--- config.mk ---
export PLATFORM = sky130hd
export DESIGN_NAME = tbman
export DESIGN_NICKNAME = d
export VERILOG_FILES = /design/src/rtl/tbman.sv
export SDC_FILE = /design/constraint.sdc
export NUM_CORES = 1
export LEC_CHECK = 0
export BUFFER_PORTS_ARGS = -buffer_cell sky130_fd_sc_hd__buf_4
export CAP_MARGIN = 20
export CELL_PAD_IN_SITES_DETAIL_PLACEMENT = 1
export CELL_PAD_IN_SITES_GLOBAL_PLACEMENT = 2
export CORE_ASPECT_RATIO = 0.7
export CORE_MARGIN = 5
export CORE_UTILIZATION = 35
export CTS_BUF_LIST = sky130_fd_sc_hd__clkbuf_16
export CTS_CLUSTER_DIAMETER = 80
export DETAILED_ROUTE_END_ITERATION = 6
export HOLD_SLACK_MARGIN = 0.1
export PLACE_DENSITY = 0.86
export SLEW_MARGIN = 20
export SYNTH_ARGS = -nofsm -noshare
export SYNTH_HDL_FRONTEND = slang
export SYNTH_SLANG_ARGS = --single-unit
--- constraint.sdc ---
create_clock -name clk -period 3.88 [get_ports clk]
set_input_delay 0.776 -clock clk [delete_from_list [all_inputs] [get_ports clk]]
set_output_delay 0.776 -clock clk [all_outputs]
set_load 0.02 [all_outputs]
--- src/rtl/tbman.sv ---
// ---------------------------------------------------------------------------
// tbman -- testbench manager peripheral
//
// Memory-mapped block that a CPU under test uses to report its result,
// exposes a free-running cycle counter, enforces a global timeout and
// (optionally) buffers console characters in a small PUTC FIFO.
//
// Register map (byte offsets, addr[1:0] ignored):
//   0x0 STATUS  R: {24'd0, fifo_count[4:0], overflow, timeout, test_done}
//               W: bit0 = 1 clears CYCLE and the overflow flag
//   0x4 CYCLE   R: cycle counter (value before this cycle's increment)
//   0x8 RESULT  R: stored result code   W: ends the test, 0 = pass
//   0xC PUTC    R: 0                    W: push write_data[7:0] to the FIFO
//
// Build option: define TBMAN_PUTC_EN to implement the PUTC FIFO and its
// valid/ready handshake. Without it PUTC writes are discarded, the FIFO
// outputs are tied low and STATUS reports an empty, non-overflowed FIFO.
// ---------------------------------------------------------------------------
module tbman #(
    parameter logic [31:0] TIMEOUT_CYCLES = 32'd100000,
    parameter int          FIFO_DEPTH     = 4
) (
    input  logic        clk,
    input  logic        reset,
    input  logic        cs_tbman_n,
    input  logic        we,
    input  logic [3:0]  addr,
    input  logic [31:0] write_data,
    output logic [31:0] read_data_tbman,
    output logic        test_done,
    output logic        test_pass,
    output logic        putc_valid,
    output logic [7:0]  putc_data,
    input  logic        putc_ready
);

    // Register selects taken from addr[3:2]
    localparam logic [1:0] REG_STATUS = 2'd0;
    localparam logic [1:0] REG_CYCLE  = 2'd1;
    localparam logic [1:0] REG_RESULT = 2'd2;
    localparam logic [1:0] REG_PUTC   = 2'd3;

    // Cycle value on which the running test is declared timed out
    localparam logic [31:0] TIMEOUT_LAST = TIMEOUT_CYCLES - 32'd1;

    typedef enum logic [1:0] {
        ST_RUN     = 2'd0,
        ST_DONE    = 2'd1,
        ST_TIMEOUT = 2'd2
    } state_t;

    // -----------------------------------------------------------------------
    // Bus decode
    // -----------------------------------------------------------------------
    logic       bus_rd;
    logic       bus_wr;
    logic [1:0] reg_sel;
    logic       result_wr;
    logic       status_clr;
    logic       unused_addr;

    assign bus_rd      = ~cs_tbman_n & ~we;
    assign bus_wr      = ~cs_tbman_n &  we;
    assign reg_sel     = addr[3:2];
    assign result_wr   = bus_wr & (reg_sel == REG_RESULT);
    assign status_clr  = bus_wr & (reg_sel == REG_STATUS) & write_data[0];
    // Byte lanes inside a word are not decoded
    assign unused_addr = ^addr[1:0];

    // -----------------------------------------------------------------------
    // Test-status FSM
    // -----------------------------------------------------------------------
    state_t      state_q;
    state_t      state_d;
    logic [31:0] cycle_q;
    logic [31:0] cycle_d;
    logic [31:0] result_q;
    logic        timeout_hit;
    logic        timeout_flag;
    logic        running;

    assign running     = (state_q == ST_RUN);
    assign timeout_hit = (cycle_q == TIMEOUT_LAST);

    // State register
    always_ff @(posedge clk or posedge reset) begin
        if (reset) begin
            state_q <= ST_RUN;
        end else begin
            state_q <= state_d;
        end
    end

    // Next state: a result write beats a coincident timeout; DONE/TIMEOUT hold
    always_comb begin
        state_d = state_q;
        case (state_q)
            ST_RUN: begin
                if (result_wr) begin
                    state_d = ST_DONE;
                end else if (timeout_hit) begin
                    state_d = ST_TIMEOUT;
                end
            end
            ST_DONE:    state_d = ST_DONE;
            ST_TIMEOUT: state_d = ST_TIMEOUT;
            default:    state_d = ST_RUN;
        endcase
    end

    // FSM outputs: pass only when the test ended through a zero result code
    always_comb begin
        test_done    = 1'b0;
        test_pass    = 1'b0;
        timeout_flag = 1'b0;
        case (state_q)
            ST_DONE: begin
                test_done = 1'b1;
                test_pass = (result_q == 32'd0);
            end
            ST_TIMEOUT: begin
                test_done    = 1'b1;
                timeout_flag = 1'b1;
            end
            default: begin
                test_done    = 1'b0;
                test_pass    = 1'b0;
                timeout_flag = 1'b0;
            end
        endcase
    end

    // Result code is captured only by the write that ends the test
    always_ff @(posedge clk or posedge reset) begin
        if (reset) begin
            result_q <= 32'd0;
        end else if (running && result_wr) begin
            result_q <= write_data;
        end
    end

    // Cycle counter: counts while running, wraps naturally, software clear wins
    always_comb begin
        cycle_d = cycle_q;
        if (status_clr) begin
            cycle_d = 32'd0;
        end else if (running) begin
            cycle_d = cycle_q + 32'd1;
        end
    end

    // Cycle counter register
    always_ff @(posedge clk or posedge reset) begin
        if (reset) begin
            cycle_q <= 32'd0;
        end else begin
            cycle_q <= cycle_d;
        end
    end

    // -----------------------------------------------------------------------
    // PUTC FIFO
    // -----------------------------------------------------------------------
    logic [4:0] fifo_count;
    logic       ovf_flag;

`ifdef TBMAN_PUTC_EN
    localparam int         PTR_W   = (FIFO_DEPTH > 1) ? $clog2(FIFO_DEPTH) : 1;
    localparam logic [4:0] DEPTH_C = 5'(FIFO_DEPTH);

    logic [7:0]       fifo_mem [FIFO_DEPTH];
    logic [PTR_W-1:0] wr_ptr_q;
    logic [PTR_W-1:0] rd_ptr_q;
    logic [4:0]       count_q;
    logic [4:0]       count_d;
    logic             ovf_q;
    logic             ovf_d;
    logic             putc_wr;
    logic             fifo_full;
    logic             pop;
    logic             push_ok;

    assign putc_wr   = bus_wr & (reg_sel == REG_PUTC);
    assign fifo_full = (count_q == DEPTH_C);
    assign pop       = putc_valid & putc_ready;
    // A pop in the same cycle frees the slot, so a full FIFO still accepts
    assign push_ok   = putc_wr & (~fifo_full | pop);

    // Character storage; contents are meaningless while count is zero
    always_ff @(posedge clk) begin
        if (push_ok) begin
            fifo_mem[wr_ptr_q] <= write_data[7:0];
        end
    end

    // Pointers advance modulo the power-of-two depth
    always_ff @(posedge clk or posedge reset) begin
        if (reset) begin
            wr_ptr_q <= '0;
            rd_ptr_q <= '0;
        end else begin
            if (push_ok) begin
                wr_ptr_q <= wr_ptr_q + 1'b1;
            end
            if (pop) begin
                rd_ptr_q <= rd_ptr_q + 1'b1;
            end
        end
    end

    // Occupancy and sticky overflow next-state
    always_comb begin
        count_d = count_q;
        case ({push_ok, pop})
            2'b10:   count_d = count_q + 5'd1;
            2'b01:   count_d = count_q - 5'd1;
            default: count_d = count_q;
        endcase
        ovf_d = ovf_q;
        if (status_clr) begin
            ovf_d = 1'b0;
        end else if (putc_wr && !push_ok) begin
            ovf_d = 1'b1;
        end
    end

    // Occupancy and overflow registers
    always_ff @(posedge clk or posedge reset) begin
        if (reset) begin
            count_q <= 5'd0;
            ovf_q   <= 1'b0;
        end else begin
            count_q <= count_d;
            ovf_q   <= ovf_d;
        end
    end

    assign putc_valid = (count_q != 5'd0);
    // Head is shown only while valid so an empty FIFO presents zero
    assign putc_data  = putc_valid ? fifo_mem[rd_ptr_q] : 8'd0;
    assign fifo_count = count_q;
    assign ovf_flag   = ovf_q;
`else
    logic unused_putc_ready;

    assign putc_valid        = 1'b0;
    assign putc_data         = 8'd0;
    assign fifo_count        = 5'd0;
    assign ovf_flag          = 1'b0;
    assign unused_putc_ready = putc_ready;
`endif

    // -----------------------------------------------------------------------
    // Registered read port
    // -----------------------------------------------------------------------
    logic [31:0] rdata_q;
    logic [31:0] rdata_d;

    // Read mux samples pre-update register values; idle cycles hold the data
    always_comb begin
        rdata_d = rdata_q;
        if (bus_rd) begin
            case (reg_sel)
                REG_STATUS: rdata_d = {24'd0, fifo_count, ovf_flag, timeout_flag, test_done};
                REG_CYCLE:  rdata_d = cycle_q;
                REG_RESULT: rdata_d = result_q;
                REG_PUTC:   rdata_d = 32'd0;
                default:    rdata_d = 32'd0;
            endcase
        end
    end

    // Read data register
    always_ff @(posedge clk or posedge reset) begin
        if (reset) begin
            rdata_q <= 32'd0;
        end else begin
            rdata_q <= rdata_d;
        end
    end

    assign read_data_tbman = rdata_q;

endmodule

==> metrics, run 1 <==
Avg Cell Area, Syn=between 10 and 15 um^2; Setup Skew=0.008929 ns; Clock transition at path regs=0.07 ns; ratio of final minimum period to clock period=0.7232; clk root buf=clkbuf_16; R2R cell count=6; fin cells=675; Tmin final=2.806 ns; asr flop ratio synth=1.000; TritonCTS Buffers=9; Post-Synthesis Cells=443; IO Pins=84; Crit. End Element=flip-flop; H-tree levels=3; Slew Limit Fails=0; hold_ws=0.3496 ns; share of layout cells above drive strength 1=0.2652; postcts setup bufs=0; clock tree sinks=98; Netlist cell types=38; clk buf depth=2; Synth area leaders=dfrtp_1 53%, mux2_2 7.7%, a21oi_1 5.4%; largest area contributor in the netlist=dfrtp_1; normalized max-slew margin=0.3056; WL/cell=between 20 and 25 um; antenna cells=0; largest net degree at the start of global routing=60; Setup TNS=0 ns; # hold bufs at CTS=0; worst slew pin tran=around 1.0 ns; R2R Path Start=state_q[0]; post-synth top area share=0.5252; DRT Pass-1 Iters=4; Fill cells=1458; total power=roughly 3400 uW; Leak=0.002405 uW; final hold vios=0; latest clock arrival within the worst-skew pair=0.34 ns; synthesized cell area=4669 um^2; synth-to-layout area growth=20.87%; DRT antenna net count=0; unrepaired setup endpoints after global routing=false; grt total ovfl=0; fmax=356.4 MHz; Synth top cells by count=98 x dfrtp_1, 50 x a21oi_1, 49 x nor2_1; # port buffers=71; core area=roughly 13000 um^2; Die X=148.1 um; first-pass GRT wire length=around 22000 um; Residual DRC=0; sequential-to-total area share from yosys stat=0.5252; CP Launch Point=state_q[0]; count leader, synth=dfrtp_1; Peak supply drop=224.9 uV; all-layer global routing usage=0.1767; vias in the first global route=just under 4k; Final #Nets=between 500 and 600; status=complete, no violations; Row Count=35; CTS tree=yes; DP Wirelength=10030 um; crit path launch type=flip-flop; area of the die=15790 um^2; Synth warnings=0; die height=106.6 um; required time of the worst setup path=4.14 ns; initial drt markers=330; vias post-DR=3771; CP max FO=15; initial antenna violation count=0; Post-synth EDFFs=0; worst hold path type=in -> async; post_cts resized=0; Max-Cap Viols=0; Yosys reg bits=98; CP Class=reg -> reg; Setup-failing EPs final=0; Initial Util=0.3566; ys flop type=dfrtp_1; dpl cells=659; Critical Path AT=~3.1 ns; Via density=5.587; Placer Congestion=0.7672; aggregate routed wire length=13720 um; PwrDens=~600 nW/um^2
through the flow:
step / setup WS, ns / util / cell area (um^2)
after global placement: 1.200 / 0.4073 / 5333
after floorplan: 0.5419 / - / 4700
after detailed placement: 1.082 / 0.4073 / 5333
after global routing: 0.8880 / 0.4311 / 5644
after CTS: 1.055 / 0.4295 / 5624
final: 1.074 / 0.4311 / 5644
sequential cells by signal, summed over array words and instances (netlist names):
name	count
cycle_q	32
result_q	32
read_data_tbman	32
state_q	2
worst paths after layout:
check                           slack, ns                  end
max in group asynchronous            2.61  read_data_tbman[24]
min in group clk                     0.53   read_data_tbman[0]
worst max-delay path                 1.07          cycle_q[19]
worst min-delay path                 0.35          result_q[2]
worst max register to register       1.07          cycle_q[19]
worst min register to register       0.53   read_data_tbman[0]
cells in the final DEF (no fill, tap or decap), types with 7 or more instances in the layout:
master     instances
inv_1              7
o31ai_1           11
nand3_1           12
a21oi_1           50
nor2_1            48
dfrtp_1           98
or4_1             12
nor4_1            12
nand4_1           10
mux2i_1            8
buf_4             76
nand2_1           17
mux2_2            32
a22oi_1           31
conb_1             9
clkbuf_16          9
critical path, cell delays in order, from the launching register on:
cell and delay, ns:
dfrtp_1 0.39, inv_1 0.13, ha_1 0.47, nand3_4 0.14, or4_1 0.81, or4_1 0.61
a21oi_1 0.16
where the power goes:
group	total, uW	internal [uW]	switching, uW	leakage [uW]
clock network	886	498	387	0.000146
logic	817	409	408	0.00105
registers	1700	1320	378	0.00121
logic make-up (layout without fill, tap and decap cells):
logic type      count (synthesis)  count (layout)  synth area share
simple gates                  148             148            0.1755
compound gates                 99              99            0.1300
flops                          98              98            0.5252
buf+inv                        43             101           0.04475
mux                            40              40           0.09432
xor+xnor                       10              10           0.01876
fa+ha+maj                       4               4           0.01072
other cells                     1               9         0.0008031
cell type report:
class                   instances  area, um^2  area share
clock inverters                 6       66.31     0.01175
well taps                     166       207.7     0.03680
repair buffers                 78       610.6      0.1082
flip-flops and latches         98        2452      0.4345
multi-input cells             310        2051      0.3633
clock buffers                   9       225.2     0.03990
inverters                       8       31.28    0.005542
layer usage:
layer / up-vias / share of wire / GRT usage
met5: - / 0 / 0
met4: 0 / 0.0077 / 0.03823
met3: 8 / 0.055 / 0.04098
met2: 89 / 0.48 / 0.2833
met1: 1937 / 0.46 / 0.2460
li1: 1737 / - / -
(Power assumes the default switching activity.)
==> inputs of run 2 (changes only) <==
==> constraint.sdc (replaced) <==
create_clock -name clk -period 2.82 [get_ports clk]
set_input_delay 0.564 -clock clk [delete_from_list [all_inputs] [get_ports clk]]
set_output_delay 0.564 -clock clk [all_outputs]
set_load 0.02 [all_outputs]
==> metrics, run 2 (synthesis gave the netlist of run 1 again) <==
postcts setup bufs=0 (unchanged); Row Count=35 (unchanged); fmax=379.1 MHz (was 356.4 MHz); most frequent cells in the layout=98 x dfrtp_1, 85 x buf_4, 50 x a21oi_1 (was 98 x dfrtp_1, 76 x buf_4, 50 x a21oi_1); Critical Path AT=2.90 ns (was 3.07 ns); share of layout cells above drive strength 1=0.2761 (was 0.2652); initial antenna violation count=0 (unchanged); DP Wirelength=9945 um (was 10030 um); Non-Filler Cell Area, Final=5683 um^2 (was 5644 um^2); final hold vios=0 (unchanged); Clock power frac=0.250 (was 0.260); DRT antenna net count=0 (unchanged); CP max FO=15 (unchanged); aggregate routed wire length=13670 um (was 13720 um); internal power=3011 uW (was 2228 uW); # hold bufs at CTS=0 (unchanged); Setup TNS=0 ns (unchanged); Clock transition at path regs=0.07 ns (about the same); post_cts resized=0 (unchanged); synth-to-layout area growth=21.70% (was 20.87%); Slew Limit Fails=0 (unchanged); delay-heaviest family, CP=simple AND/OR/NAND/NOR gates (unchanged); latest clock arrival within the worst-skew pair=0.34 ns (about the same); dpl cells=668 (was 659); fin util=0.4340 (was 0.4311); clock tree sinks=98 (unchanged); first-pass GRT wire length=21870 um (was 21860 um); Critical path buffers and inverters=1 (unchanged); TritonCTS Buffers=9 (unchanged); fin cells=684 (was 675); die height=106.6 um (unchanged); # port buffers=71 (unchanged); Most Frequent Cell on Critical Path=or4_1 (unchanged); Residual DRC=0 (unchanged); Sw Share=0.3522 (was 0.3448); DP Area=5403 um^2 (was 5333 um^2); Peak supply drop=307.7 uV (was 224.9 uV); required time of the worst setup path=3.08 ns (was 4.14 ns); clk buf depth=2 (unchanged); Max-Cap Viols=0 (unchanged); all-layer global routing usage=0.1753 (was 0.1767); core area=13090 um^2 (unchanged); antenna cells=0 (unchanged); CP Class=reg -> reg (unchanged); H-tree levels=3 (unchanged); crit-path max cell delay=0.83 ns (was 0.81 ns); area of the die=15790 um^2 (unchanged); clk root buf=clkbuf_16 (unchanged); net switching power=1637 uW (was 1173 uW); logic gate share of total power=0.252 (was 0.240); DRT Pass-1 Iters=4 (unchanged); Setup Skew=0.01325 ns (was 0.008929 ns); worst slew pin tran=0.6977 ns (was 1.042 ns); unrepaired setup endpoints after global routing=false (unchanged); Tmin final=2.638 ns (was 2.806 ns); Initial Util=0.3566 (unchanged); sequential share of power=0.498 (was 0.499); ratio of final minimum period to clock period=0.9354 (was 0.7232); initial drt markers=276 (was 330); PwrDens=817.9 nW/um^2 (was 602.6 nW/um^2); Via density=5.544 (was 5.587); Placer Congestion=0.7765 (was 0.7672); vias post-DR=3792 (was 3771); WL/cell=19.98 um (was 20.33 um); crit path launch type=flip-flop (unchanged); largest net degree at the start of global routing=65 (was 60); status=complete, no violations (unchanged); Leak=0.002423 uW (was 0.002405 uW); worst hold path type=in -> async (unchanged); vias in the first global route=4000 (was 3955); Slowest cell on crit path=or4_1 (unchanged); Final #Nets=558 (was 550); grt total ovfl=0 (unchanged); commonest non-fill, non-tap cell in the layout=dfrtp_1 (unchanged); Die X=148.1 um (unchanged); normalized max-slew margin=0.5339 (was 0.3056); IO Pins=84 (unchanged); CTS tree=yes (unchanged); Setup-failing EPs final=0 (unchanged); Critical Path, Cell by Cell=inv_1 > ha_1 > nand3_4 > or4_1 > or4_1 > a21oi_1 (unchanged); Crit. End Element=flip-flop (unchanged)
==> run 2: cell types whose count changed in the layout (fill, tap and decap cells not counted) <==
cell	change
inv_1	+1
clkinv_2	-3
bufinv_16	-1
clkinvlp_4	+4
clkinv_4	-1
inv_8	+1
buf_12	-1
buf_4	+9
==> run 2: path summary, 6_finish.rpt <==
path,endpoint,start,depth (start not counted),slack [ns]
worst min register to register,read_data_tbman[23],read_data_tbman[23],2,0.54
worst max register to register,cycle_q[25],state_q[0],6,0.18
worst max-delay path,cycle_q[25],state_q[0],6,0.18
max in group asynchronous,read_data_tbman[26],reset,3,1.73
worst min-delay path,result_q[15],reset,2,0.33
min in group clk,result_q[19],write_data[19],2,0.45
==> run 2: metrics by stage <==
step                      power (uW)  hold WS (ns)  setup slack [ns]
after CTS                       4691        0.3353            0.1986
after global placement          3442        0.5136            0.3222
after floorplan                 2942        0.4940            0.5141
after detailed placement        3514        0.5249            0.2291
after global routing            4907        0.3647           0.05603
final                           4648        0.3265            0.1823
==> run 2: metal layers <==
layer	vias to the layer above	track usage	part of all wire
met5	-	0	0
met4	0	0.03757	0.0064
met3	7	0.04098	0.056
met2	79	0.2651	0.45
met1	1953	0.2572	0.49
li1	1753	-	-
==> run 2: cell type report <==
cell class                 count  area [um^2]
fill                        1457         7411
multi-input combinational    310         2051
sequential                    98         2452
tap                          166        207.7
clock inverter                 7        55.05
clock buffer                   9        225.2
timing repair buffer          86        658.1
inverter                       8        33.78
==> run 2: power by group through the flow <==
stage               sequential, uW  combinational [uW]  clock, uW
floorplan                     2230                 716          0
global placement              2310                1130          0
detailed placement            2330                1180          0
CTS                           2310                1190       1190
global route                  2360                1300       1240
finish                        2310                1170       1160
